File: src/rtl/commit_trace_buf_if.sv
// Commit-trace capture/drain bundle: WB/CSR commit inputs, trace stream and status.
// The slave modport is the trace buffer; the master modport is the core/consumer side.
interface commit_trace_buf_if #(
  parameter int unsigned DEPTH = 8,
  parameter int unsigned CNT_W = 16
);
  logic                     trace_en;
  logic                     flush;
  logic [31:0]              wb_pc;
  logic [3:0]               wb_rf_wen;
  logic [4:0]               wb_rf_wnum;
  logic [31:0]              wb_rf_wdata;
  logic                     csr_we;
  logic [11:0]              csr_waddr;
  logic [31:0]              csr_wdata;
  logic                     trace_valid;
  logic                     trace_ready;
  logic [77:0]              trace_data;
  logic [$clog2(DEPTH):0]   trace_count;
  logic                     overflow;
  logic [CNT_W-1:0]         drop_cnt;

  modport master (
    output trace_en, flush, wb_pc, wb_rf_wen, wb_rf_wnum, wb_rf_wdata,
           csr_we, csr_waddr, csr_wdata, trace_ready,
    input  trace_valid, trace_data, trace_count, overflow, drop_cnt
  );

  modport slave (
    input  trace_en, flush, wb_pc, wb_rf_wen, wb_rf_wnum, wb_rf_wdata,
           csr_we, csr_waddr, csr_wdata, trace_ready,
    output trace_valid, trace_data, trace_count, overflow, drop_cnt
  );
endinterface

File: src/rtl/commit_trace_buf.sv
// Commit trace FIFO: captures GPR/CSR writeback records (up to two per cycle),
// drops whole cycles atomically when space is short, and counts drops.
module commit_trace_buf #(
  parameter int unsigned DEPTH = 8,
  parameter int unsigned CNT_W = 16
) (
  input logic               clk,
  input logic               rst,
  commit_trace_buf_if.slave trc
);
  localparam int unsigned PTR_W  = $clog2(DEPTH);
  localparam int unsigned OCC_W  = PTR_W + 1;
  localparam int unsigned FREE_W = PTR_W + 2;
  localparam int unsigned SUM_W  = CNT_W + 1;

  logic [PTR_W-1:0] rd_ptr;
  logic [PTR_W-1:0] wr_ptr;
  logic [OCC_W-1:0] count;
  logic             ovf_q;
  logic [CNT_W-1:0] drop_q;
  logic [77:0]      mem [DEPTH];

  logic             gpr_ev;
  logic             csr_ev;
  logic [1:0]       n_ev;
  logic [1:0]       push_n;
  logic             pop;
  logic [FREE_W-1:0] free_slots;
  logic             accept;
  logic             push;
  logic             drop;
  logic [77:0]      rec0;
  logic [77:0]      rec1;
  logic [SUM_W-1:0] drop_sum;

  always_comb begin
    gpr_ev     = trc.trace_en && (trc.wb_rf_wen != '0) && (trc.wb_rf_wnum != '0);
    csr_ev     = trc.trace_en && trc.csr_we;
    n_ev       = {1'b0, gpr_ev} + {1'b0, csr_ev};
    pop        = (count != '0) && trc.trace_ready;
    // The slot freed by a same-cycle pop is usable, so a full FIFO still takes one record.
    free_slots = FREE_W'(DEPTH) - {1'b0, count} + FREE_W'(pop);
    accept     = FREE_W'(n_ev) <= free_slots;
    push       = accept && (n_ev != 2'd0);
    drop       = !accept;
    push_n     = push ? n_ev : 2'd0;
    // GPR record always takes the first slot when present.
    rec0       = gpr_ev ? {2'b00, 7'b0, trc.wb_rf_wnum, trc.wb_pc, trc.wb_rf_wdata}
                        : {2'b01, trc.csr_waddr, trc.wb_pc, trc.csr_wdata};
    rec1       = {2'b01, trc.csr_waddr, trc.wb_pc, trc.csr_wdata};
    drop_sum   = {1'b0, drop_q} + SUM_W'(n_ev);
  end

  always_ff @(posedge clk) begin
    if (rst) begin
      rd_ptr <= '0;
      wr_ptr <= '0;
      count  <= '0;
      ovf_q  <= 1'b0;
      drop_q <= '0;
    end else if (trc.flush) begin
      rd_ptr <= '0;
      wr_ptr <= '0;
      count  <= '0;
    end else begin
      if (pop) rd_ptr <= rd_ptr + PTR_W'(1);
      if (push) wr_ptr <= wr_ptr + PTR_W'(n_ev);
      count <= count + OCC_W'(push_n) - OCC_W'(pop);
      if (drop) begin
        ovf_q  <= 1'b1;
        drop_q <= drop_sum[CNT_W] ? '1 : drop_sum[CNT_W-1:0];
      end
    end
  end

  always_ff @(posedge clk) begin
    if (!rst && !trc.flush && push) begin
      mem[wr_ptr] <= rec0;
      if (n_ev == 2'd2) mem[wr_ptr + PTR_W'(1)] <= rec1;
    end
  end

  assign trc.trace_valid = (count != '0);
  assign trc.trace_data  = mem[rd_ptr];
  assign trc.trace_count = count;
  assign trc.overflow    = ovf_q;
  assign trc.drop_cnt    = drop_q;
endmodule

File: src/flat_wrapper.sv
// flat-port wrapper written by rule: the top's interface ports become plain ports
module commit_trace_buf_flat 
#(
  parameter int unsigned DEPTH = 8,
  parameter int unsigned CNT_W = 16
)
  (clk, rst, trc_trace_en, trc_flush, trc_wb_pc, trc_wb_rf_wen, trc_wb_rf_wnum, trc_wb_rf_wdata, trc_csr_we, trc_csr_waddr, trc_csr_wdata, trc_trace_ready, trc_trace_valid, trc_trace_data, trc_trace_count, trc_overflow, trc_drop_cnt);
  commit_trace_buf_if #(.DEPTH(DEPTH), .CNT_W(CNT_W)) trc_i ();
  input logic clk;
  input logic rst;
  input wire logic [$bits(trc_i.trace_en)-1:0] trc_trace_en;
  input wire logic [$bits(trc_i.flush)-1:0] trc_flush;
  input wire logic [$bits(trc_i.wb_pc)-1:0] trc_wb_pc;
  input wire logic [$bits(trc_i.wb_rf_wen)-1:0] trc_wb_rf_wen;
  input wire logic [$bits(trc_i.wb_rf_wnum)-1:0] trc_wb_rf_wnum;
  input wire logic [$bits(trc_i.wb_rf_wdata)-1:0] trc_wb_rf_wdata;
  input wire logic [$bits(trc_i.csr_we)-1:0] trc_csr_we;
  input wire logic [$bits(trc_i.csr_waddr)-1:0] trc_csr_waddr;
  input wire logic [$bits(trc_i.csr_wdata)-1:0] trc_csr_wdata;
  input wire logic [$bits(trc_i.trace_ready)-1:0] trc_trace_ready;
  output wire logic [$bits(trc_i.trace_valid)-1:0] trc_trace_valid;
  output wire logic [$bits(trc_i.trace_data)-1:0] trc_trace_data;
  output wire logic [$bits(trc_i.trace_count)-1:0] trc_trace_count;
  output wire logic [$bits(trc_i.overflow)-1:0] trc_overflow;
  output wire logic [$bits(trc_i.drop_cnt)-1:0] trc_drop_cnt;
  assign trc_i.trace_en = trc_trace_en;
  assign trc_i.flush = trc_flush;
  assign trc_i.wb_pc = trc_wb_pc;
  assign trc_i.wb_rf_wen = trc_wb_rf_wen;
  assign trc_i.wb_rf_wnum = trc_wb_rf_wnum;
  assign trc_i.wb_rf_wdata = trc_wb_rf_wdata;
  assign trc_i.csr_we = trc_csr_we;
  assign trc_i.csr_waddr = trc_csr_waddr;
  assign trc_i.csr_wdata = trc_csr_wdata;
  assign trc_i.trace_ready = trc_trace_ready;
  assign trc_trace_valid = trc_i.trace_valid;
  assign trc_trace_data = trc_i.trace_data;
  assign trc_trace_count = trc_i.trace_count;
  assign trc_overflow = trc_i.overflow;
  assign trc_drop_cnt = trc_i.drop_cnt;
  commit_trace_buf #(.DEPTH(DEPTH), .CNT_W(CNT_W)) u_core (.clk(clk), .rst(rst), .trc(trc_i));
endmodule
File: config.mk
export PLATFORM = sky130hd
export DESIGN_NAME = commit_trace_buf_flat
export DESIGN_NICKNAME = d
export VERILOG_FILES = /design/src/rtl/commit_trace_buf_if.sv /design/src/rtl/commit_trace_buf.sv /design/src/flat_wrapper.sv
export SDC_FILE = /design/constraint.sdc
export NUM_CORES = 1
export LEC_CHECK = 0
export CORE_UTILIZATION = 40
export CTS_CLUSTER_SIZE = 24
export DETAILED_ROUTE_END_ITERATION = 12
export GPL_TIMING_DRIVEN = 0
export MAX_ROUTING_LAYER = met4
export SYNTH_ARGS = -nofsm -noshare
export SYNTH_HDL_FRONTEND = slang
export SYNTH_SLANG_ARGS = --single-unit
File: constraint.sdc
create_clock -name clk -period 8.7 [get_ports clk]
set_input_delay 1.74 -clock clk [delete_from_list [all_inputs] [get_ports clk]]
set_output_delay 1.74 -clock clk [all_outputs]
set_load 0.03 [all_outputs]
==> impl_metrics.env, run 1 <==
export IMPL_drcViolationCount=0
export IMPL_final_common_cell="edfxtp_1"
export IMPL_syn_area_per_cell_um2=15.5
export IMPL_ctsHoldBuffers=0
export IMPL_initial_utilization_pct=40.6
export IMPL_p_per_area_nw_per_um2=213
export IMPL_grt_first_pass_wirelength_mm=130
export IMPL_path_max_fanout=10
export IMPL_core_area_um2=74800
export IMPL_end_kind="flop"
export IMPL_crit_arrival_ns=7.08
export IMPL_max_slew_margin_pct=6.60
export IMPL_antenna_left=0
export IMPL_period_minus_slack_ns=6.61
export IMPL_p_leak_nw=10.6
export IMPL_cts_setup_buffers=0
export IMPL_min_path_type="flop to flop"
export IMPL_synthSimpleGateAreaFrac_pct=8.73
export IMPL_via_count=19173
export IMPL_rsz0062_at_grt="false"
export IMPL_num_rows=100
export IMPL_io_pins=223
export IMPL_ys_ff_latch=646
export IMPL_whs_ns=0.447
export IMPL_viasPerCell=5.88
export IMPL_drv_slew=0
export IMPL_setup_viol=0
export IMPL_synth_adder_area_share_pct=0.939
export IMPL_grtUsageTotal_pct=23.7
export IMPL_fin_worst_skew_ns=0.0264
export IMPL_dr_pass1_iters=7
export IMPL_finalPower_mw=7.67
export IMPL_cts_max_level=3
export IMPL_antenna_found_initial=14
export IMPL_final_cell_mix="edfxtp_1, o2bb2ai_1, and2_1, clkdlybuf4s50_1, mux4_2"
export IMPL_cts_root_buf="clkbuf_16"
export IMPL_dieHeight_um=278
export IMPL_criticalPathCategory="input port to flop"
export IMPL_die_area_um2=77000
export IMPL_critPathLaunchType="input port"
export IMPL_drive_above_1_share_pct=18.4
export IMPL_path_clk_slew_ns=0.06
export IMPL_ir_worst_vdd_mv=0.252
export IMPL_synth_area_um2=30400
export IMPL_synthDistinctLibCells=63
export IMPL_ys_seq_area_share_pct=62.6
export IMPL_worstPathRequired_ns=9.17
export IMPL_ys_dominant_reg_cell="edfxtp_1"
export IMPL_post_cts_resized=0
export IMPL_insertion_delay_ns=0.62
export IMPL_drtIter0Drc=1791
export IMPL_maxCapViolCount=0
export IMPL_status="complete, no violations"
export IMPL_cts_buffer_depth=3
export IMPL_final_cells=3260
export IMPL_synth_cells=1961
export IMPL_fin_crit_sh_pct=76.0
export IMPL_syn_nets=2105
export IMPL_synth_top_family_by_area="multiplexers"
export IMPL_dp_hpwl_mm=55.6
export IMPL_ys_async_sr_fraction_pct=0
export IMPL_grt_max_degree=57
export IMPL_drt_wl_total_mm=88.3
export IMPL_num_fill_cells=6455
export IMPL_max_freq_mhz=151
export IMPL_wl_per_cell_um=27.1
export IMPL_cts_made_buffers=71
export IMPL_synth_area_mux_share_pct=14.3
export IMPL_nets=2374
export IMPL_gp_congestion=0.864
export IMPL_synth_xor_area_share_pct=0.173
export IMPL_grt_pass1_vias=19817
export IMPL_port_buffer_count=184
export IMPL_grt_overflow_total=0
export IMPL_setup_tns_ns=0
export IMPL_worstMarginPinSlew_ns=1.40
export IMPL_ys_warn_count=0
export IMPL_placedCellCount=3125
export IMPL_hold_viol_final=0
export IMPL_synth_edff_count=608
export IMPL_area_growth_pct=18.4
export IMPL_cts_tree="done"
export IMPL_cts_sinks=646
export IMPL_die_w_um=278
export IMPL_synth_compound_area_share_pct=10.2
[cells by family (layout without fill, tap and decap cells)]
logic type	Yosys count	after routing
AOI/OAI and AO/OA	355	355
xor gates and xnor gates	6	6
muxes	232	232
and+or+nand+nor	485	485
adders and majority gates	21	21
other	1	14
buffers and inverters	215	532
DFF	646	646
[registers in the layout, indices dropped and copies added (netlist names), named ones only]
signal	flops
u_core.rd_ptr	3
u_core.trc.trace_count	4
u_core.trc.drop_cnt	16
u_core.wr_ptr	3
u_core.mem	616
u_core.trc.overflow	1
[layer usage]
| layer | up-vias | wire length (um) | GRT usage (%) |
|---|---|---|---|
| li1 | 8316 | - | - |
| met1 | 9831 | 36100 | 30.4 |
| met2 | 840 | 42600 | 37.5 |
| met3 | 186 | 6820 | 4.68 |
| met4 | 0 | 2770 | 8.60 |
| met5 | - | 0 | - |
[power breakdown]
part | internal [mW] | switching, mW | total (mW)
registers | 3.43 | 0.0293 | 3.46
logic | 0.479 | 0.797 | 1.28
clock network | 1.70 | 1.24 | 2.94
total | 5.61 | 2.06 | 7.67
[area by class of cell]
cell class                      instances  area, um^2  area share, %
Antenna cell                           13        32.5         0.0905
Buffer                                191         857           2.38
Clock buffer                           90        1910           5.32
Clock inverter                         31         293          0.814
Inverter                               24        90.1          0.250
Multi-Input combinational cell       1100       10400           29.0
Sequential cell                       646       19000           52.9
Tap cell                              969        1210           3.37
Timing Repair Buffer                  196        2110           5.88
[critical path, stage by stage]
cell and delay (ns):
clkdlybuf4s50_1 0.39, or4_1 0.60, o211a_1 0.18, buf_2 0.20
ha_1 0.41, inv_1 0.09, ha_1 0.28, and2_1 0.19
a2111oi_4 0.76, a21oi_2 0.37, clkbuf_1 0.50, nand3b_1 0.25
ha_1 0.27, inv_1 0.07, ha_1 0.22, a21o_1 0.17
a21oi_1 0.19, xnor2_1 0.14, nor2_1 0.05
[synthesized netlist by cell type (all sizes together), types with 2 or more instances]
master   number  area (um^2)
and2        260         1630
a21o          2         15.0
nor2b         3         18.8
fa            3         60.1
nor2         92          345
mux2         77          867
nor3         19         95.1
nor4          7         43.8
edfxtp      608        18300
nand2        59          221
o21ai         2         10.0
nand3b        3         22.5
nand3         8         40.0
a21oi        14         73.8
clkbuf       80          300
nor4b         2         23.8
dfxtp        38          761
xor2          3         26.3
inv          24         90.1
buf         111          526
nand2b        8         50.1
or2           2         12.5
or3b          2         17.5
o21a          7         52.6
xnor2         3         26.3
ha           18          225
nor3b         2         15.0
a41oi         4         35.0
o2bb2ai     296         2590
a311oi        2         17.5
mux4        154         3470
or4           2         15.0
a2111oi       2         55.1
nand4         9         56.3
a221oi        9         91.3
a211o         4         35.0
and3          4         25.0
[final timing paths]
path                                   startpoint                                    to  slack (ns)  depth (start not counted)
max                              trc_wb_rf_wen[3]  u_core.trc.trace_count[3]$_SDFF_PP0_        2.09                         19
min              u_core.trc.overflow$_SDFFE_PP0P_      u_core.trc.overflow$_SDFFE_PP0P_        0.45                          2
max reg2reg  u_core.trc.trace_count[2]$_SDFF_PP0_  u_core.trc.trace_count[3]$_SDFF_PP0_        3.23                         21
min reg2reg      u_core.trc.overflow$_SDFFE_PP0P_      u_core.trc.overflow$_SDFFE_PP0P_        0.45                          2
[per-stage QoR]
step           util, %  cell area [um^2]  worst slack (ns)
2_1_floorplan        -             30400              1.71
3_3_place_gp      44.7             33400             -1.64
3_5_place_dp      45.1             33700              1.55
4_1_cts           48.0             35900              2.17
5_1_grt           48.1             36000              1.88
6_report          48.1             36000              2.09
No activity file was read; power rests on OpenSTA's default activity.
==> inputs of run 2 (changes only) <==
clock period = 5.45 ns   (was 8.7 ns; I/O delays follow)
==> run 2 against run 1 <==
Effect of this change: setup slack worse by 1.9 ns; critical path type unchanged; clock skew is 0.0014 ns lower; global-route usage down 0.14 points; largest cell class unchanged; critical endpoint is now u_core.mem[1][59]$_DFFE_PP_; largest power group unchanged; sequential power up 60%.
==> impl_metrics.env, run 2 (same netlist as run 1, synthesis figures left out) <==
export IMPL_drtIter0Drc=1927
export IMPL_path_cells="clkdlybuf4s50_1 > or4_1 > o211a_1 > buf_2 > ha_1 > inv_1 > ha_1 > and2_1 > a2111oi_4 > buf_4 > a21o_1 > buf_6 > nor2_1 > clkbuf_16"
export IMPL_grt_overflow_total=0
export IMPL_path_clk_slew_ns=0.06
export IMPL_setup_viol=0
export IMPL_num_rows=100
export IMPL_grtUsageTotal_pct=23.6
export IMPL_status="complete, no violations"
export IMPL_setup_tns_ns=0
export IMPL_min_path_type="flop to flop"
export IMPL_antenna_left=0
export IMPL_drv_slew=0
export IMPL_dr_pass1_iters=5
export IMPL_largest_register_ffs=616
export IMPL_worst_slack_ns=0.147
export IMPL_max_freq_mhz=189
export IMPL_placed_area_um2=33600
export IMPL_cts_tree="done"
export IMPL_cts_root_buf="clkbuf_16"
export IMPL_final_cells=3263
export IMPL_placedCellCount=3120
export IMPL_finalPower_mw=12.2
export IMPL_hold_viol_final=0
export IMPL_die_w_um=278
export IMPL_cts_made_buffers=72
export IMPL_min_from="u_core.trc.overflow$_SDFFE_PP0P_"
export IMPL_cts_buffer_depth=3
export IMPL_max_slew_margin_pct=5.71
export IMPL_fin_area_um2=36000
export IMPL_nets=2375
export IMPL_fin_crit_sh_pct=97.3
export IMPL_top_register="u_core.mem"
export IMPL_die_area_um2=77000
export IMPL_port_buffer_count=184
export IMPL_path_max_fanout=85
export IMPL_cts_sinks=646
export IMPL_gp_congestion=0.831
export IMPL_rsz0062_at_grt="false"
export IMPL_worstMarginPinSlew_ns=1.38
export IMPL_critPathLaunchType="input port"
export IMPL_initial_utilization_pct=40.6
export IMPL_r2r_start="u_core.trc.trace_count[2]$_SDFF_PP0_"
export IMPL_crit_arrival_ns=5.54
export IMPL_criticalPathCategory="input port to flop"
export IMPL_r2r_setup_slack_ns=0.78
export IMPL_dp_hpwl_mm=55.0
export IMPL_insertion_delay_ns=0.62
export IMPL_grt_pass1_vias=19737
export IMPL_p_per_area_nw_per_um2=339
export IMPL_worstPathRequired_ns=5.69
export IMPL_critPathSlowestCell="nor2_1"
export IMPL_drive_above_1_share_pct=18.7
export IMPL_min_to="u_core.trc.overflow$_SDFFE_PP0P_"
export IMPL_place_ws_ns=-1.11
export IMPL_min_path_cells=2
export IMPL_final_cell_mix="edfxtp_1, o2bb2ai_1, and2_1, clkdlybuf4s50_1, mux4_2"
export IMPL_p_leak_nw=10.6
export IMPL_worstRegToRegCells=16
export IMPL_dieHeight_um=278
export IMPL_r2r_end="u_core.mem[1][59]$_DFFE_PP_"
export IMPL_core_area_um2=74800
export IMPL_wl_per_cell_um=27.0
export IMPL_cts_max_level=3
export IMPL_maxCapViolCount=0
export IMPL_grt_max_degree=86
export IMPL_antenna_found_initial=8
export IMPL_drcViolationCount=0
export IMPL_area_growth_pct=18.4
export IMPL_end_kind="flop"
export IMPL_via_count=19154
export IMPL_ir_worst_vdd_mv=0.265
export IMPL_slowest_delay_ns=0.69
export IMPL_drt_wl_total_mm=88.2
export IMPL_grt_first_pass_wirelength_mm=129
export IMPL_io_pins=223
export IMPL_crit_top_cell="ha_1"
export IMPL_viasPerCell=5.87
export IMPL_fin_worst_skew_ns=0.0249
export IMPL_final_common_cell="edfxtp_1"
export IMPL_period_minus_slack_ns=5.30
-- run 2: cell count changes in the layout (fill, tap and decap cells not counted), sizes merged --
cell / delta
clkbuf: -3
clkinv: +6
clkdlybuf4s15: +1
buf: +5
diode: -2
bufinv: -3
inv: -1
-- run 2: layout make-up --
cell class / count / area (um^2)
inverters: 24 / 90.1
clock inverters: 33 / 256
diodes: 11 / 27.5
well taps: 969 / 1210
repair buffers: 199 / 2060
plain buffers: 188 / 900
clock buffers: 93 / 1920
flip-flops and latches: 646 / 19000
fillers: 6492 / 38900
multi-input cells: 1100 / 10500
-- run 2: metal layers --
metal / track usage [%] / up-vias / routed length [um]
met5: - / - / 0
met4: 8.16 / 0 / 2430
met3: 4.67 / 157 / 6870
met2: 37.9 / 836 / 43200
met1: 29.9 / 9826 / 35800
li1: - / 8335 / -
-- run 2: metrics by stage --
stage / hold WS, ns / util, %
finish: 0.454 / 48.1
global route: 0.474 / 48.1
CTS: 0.456 / 48.0
detailed placement: 0.448 / 44.9
global placement: 0.445 / 44.7
floorplan: 0.435 / -
-- run 2: critical path, delay by kind of cell --
| family | cells | cell delay [ns] |
|---|---|---|
| simple gates | 3 | 1.58 |
| compound gates | 3 | 0.44 |
| buf+inv | 6 | 1.74 |
| fa+ha+maj | 2 | 0.64 |
-- run 2: where the power goes --
part | internal (mW) | leakage (nW) | switching [mW] | total, mW
Sequential | 5.48 | 5.25 | 0.0571 | 5.53
Combinational | 0.803 | 4.31 | 1.28 | 2.08
Clock | 2.59 | 1.05 | 1.99 | 4.58
Total | 8.87 | 10.6 | 3.32 | 12.2
-- run 2: how the worst max path moves through the flow --
stage / slack [ns] / cells after the start / endpoint / start
after floorplan: 0.02 / 14 / u_core.mem[1][56]$_DFFE_PP_ / trc_wb_rf_wnum[3]
after global placement: -2.03 / 11 / u_core.mem[6][39]$_DFFE_PP_ / trc_wb_rf_wen[3]
after detailed placement: -1.11 / 19 / u_core.trc.trace_count[3]$_SDFF_PP0_ / trc_wb_rf_wen[3]
after CTS: -0.15 / 19 / u_core.trc.trace_count[3]$_SDFF_PP0_ / trc_wb_rf_wen[3]
after global routing: 0.01 / 5 / trc_trace_data[27] / flop
final: 0.15 / 14 / u_core.mem[1][59]$_DFFE_PP_ / trc_wb_rf_wen[3]
-- run 2: timing repair --
action,in CTS,in global routing
pin swaps,2,3
cloned,0,0
resized for setup,10,6
hold buffers,0,0
setup endpoints to repair,339,170
buffers inserted,5,4
==> inputs of run 3 (changes only) <==
CORE_ASPECT_RATIO = 0.5   (was unset)
==> run 3 against run 2 <==
Effect of this change: non-clock buffer count is 1 lower; setup slack worse by 0.030 ns; final area is 0.65% lower; wire length is 2.0% lower; register-to-register slack worse by 0.24 ns; critical path type is now flop to output port; critical path depth is 8 lower; critical endpoint is now trc_trace_data[23]; count of clock-buffer cells in the layout is 15 lower; largest cell class unchanged; clock skew is 0.0060 ns lower.
==> impl_metrics.env, run 3 (same netlist as run 1, synthesis figures left out) <==
export IMPL_status="complete, no violations"
export IMPL_cts_made_buffers=61
export IMPL_worstMarginPinSlew_ns=1.11
export IMPL_fin_crit_sh_pct=97.9
export IMPL_largest_register_ffs=616
export IMPL_final_cells=3278
export IMPL_ctsHoldBuffers=0
export IMPL_cp_num_buf_inv=4
export IMPL_criticalPathCategory="flop to output port"
export IMPL_nets=2363
export IMPL_grt_first_pass_wirelength_mm=126
export IMPL_p_leak_nw=10.5
export IMPL_drt_wl_total_mm=86.5
export IMPL_viasPerCell=5.73
export IMPL_critPathLaunchType="flop"
export IMPL_num_fill_cells=6475
export IMPL_initial_utilization_pct=41.0
export IMPL_path_cells="clkbuf_1 > clkbuf_2 > buf_1 > mux4_2 > mux2_2 > clkdlybuf4s50_1"
export IMPL_core_area_um2=74100
export IMPL_grt_pass1_vias=19298
export IMPL_cts_max_level=2
export IMPL_antenna_left=0
export IMPL_finalPower_mw=11.9
export IMPL_gp_congestion=0.859
export IMPL_dr_pass1_iters=5
export IMPL_dp_hpwl_mm=52.9
export IMPL_final_common_cell="edfxtp_1"
export IMPL_die_w_um=392
export IMPL_max_slew_margin_pct=23.7
export IMPL_path_clk_slew_ns=0.06
export IMPL_maxCapViolCount=0
export IMPL_setup_viol=0
export IMPL_cp_top_family="buffers and inverters"
export IMPL_worstPathRequired_ns=4.36
export IMPL_insertion_delay_ns=0.64
export IMPL_crit_arrival_ns=4.24
export IMPL_r2r_start="u_core.trc.trace_count[2]$_SDFF_PP0_"
export IMPL_port_buffer_count=184
export IMPL_rsz0062_at_grt="false"
export IMPL_cts_tree="done"
export IMPL_slowest_delay_ns=0.73
export IMPL_cts_buffer_depth=3
export IMPL_area_growth_pct=17.6
export IMPL_cts_root_buf="clkbuf_16"
export IMPL_min_from="u_core.trc.overflow$_SDFFE_PP0P_"
export IMPL_dieHeight_um=197
export IMPL_drive_above_1_share_pct=18.0
export IMPL_period_minus_slack_ns=5.33
export IMPL_wl_per_cell_um=26.4
export IMPL_drv_slew=0
export IMPL_final_cell_mix="edfxtp_1, o2bb2ai_1, and2_1, clkdlybuf4s50_1, mux4_2"
export IMPL_grtUsageTotal_pct=23.0
export IMPL_num_rows=70
export IMPL_die_area_um2=77100
export IMPL_placedCellCount=3160
export IMPL_path_max_fanout=10
export IMPL_via_count=18795
export IMPL_io_pins=223
export IMPL_fin_worst_skew_ns=0.0189
export IMPL_cts_sinks=646
export IMPL_antenna_found_initial=5
export IMPL_ir_worst_vdd_mv=0.232
export IMPL_p_per_area_nw_per_um2=333
export IMPL_max_freq_mhz=187
export IMPL_min_path_type="flop to flop"
export IMPL_drtIter0Drc=1957
export IMPL_drcViolationCount=0
export IMPL_hold_viol_final=0
export IMPL_grt_overflow_total=0
export IMPL_postLayoutCoreUtil_pct=48.2
export IMPL_top_register="u_core.mem"
export IMPL_end_kind="output port"
export IMPL_grt_max_degree=86
export IMPL_critPathSlowestCell="clkbuf_1"
-- run 3: cell types whose count changed in the layout (fill, tap and decap cells not counted), sizes merged --
cell,before,now
buf,127,122
clkinvlp,2,0
clkbuf,168,157
bufinv,2,8
diode,11,4
clkinv,27,24
inv,26,24
-- run 3: path summary, 6_finish.rpt --
| path | endpoint | slack, ns | cells after the start |
|---|---|---|---|
| worst max-delay path | trc_trace_data[23] | 0.12 | 6 |
| worst max register to register | u_core.mem[7][48]$_DFFE_PP_ | 0.54 | 16 |
| worst min register to register | u_core.trc.overflow$_SDFFE_PP0P_ | 0.46 | 2 |
| worst min-delay path | u_core.trc.overflow$_SDFFE_PP0P_ | 0.46 | 2 |
-- run 3: worst register-to-register path, delay by kind of cell (launching register included) --
kind / cells / cell delay, ns
AND/OR/NAND/NOR: 3 / 0.79
flip-flops: 1 / 0.36
AO/OA/AOI/OAI: 2 / 0.96
buffers and inverters: 7 / 1.51
adder cells (fa/ha/maj): 4 / 0.89
-- run 3: cell type report --
class	instances	area, um^2	share of cell area [%]
flip-flops and latches	646	19000	53.2
multi-input cells	1100	10400	29.2
repair buffers	196	2050	5.74
clock buffers	78	1610	4.51
well taps	1008	1260	3.53
plain buffers	190	883	2.47
clock inverters	32	354	0.991
inverters	24	90.1	0.252
diodes	4	10.0	0.0280
-- run 3: power by group --
part           total (mW)  internal (mW)  switching, mW
combinational        2.03          0.782           1.25
clock                4.35           2.45           1.90
sequential           5.53           5.47         0.0535
-- run 3: what timing repair did --
action	CTS	global route
setup endpoints to repair	180	58
resized for setup	6	1
endpoints found under the hold margin	0	0
pin swaps	2	2
setup buffers	1	2
-- run 3: through the flow --
step / setup TNS (ns) / setup WS (ns) / area [um^2] / hold slack [ns]
CTS: 0 / 0.00515 / 35700 / 0.465
detailed placement: -305.50 / -0.842 / 33700 / 0.449
floorplan: 0 / 0.0170 / 30400 / 0.435
global placement: -1242.11 / -1.85 / 33500 / 0.445
finish: 0 / 0.116 / 35700 / 0.464
global route: 0 / 0.0302 / 35700 / 0.488
-- run 3: per-layer routing --
metal  vias up  share of wire [%]  track usage, %
met1      9702                 42            29.9
met2       693                 50            38.3
met4         0                2.1            5.84
met5         -                  0               -
li1       8264                  -               -
met3       136                6.2            3.12
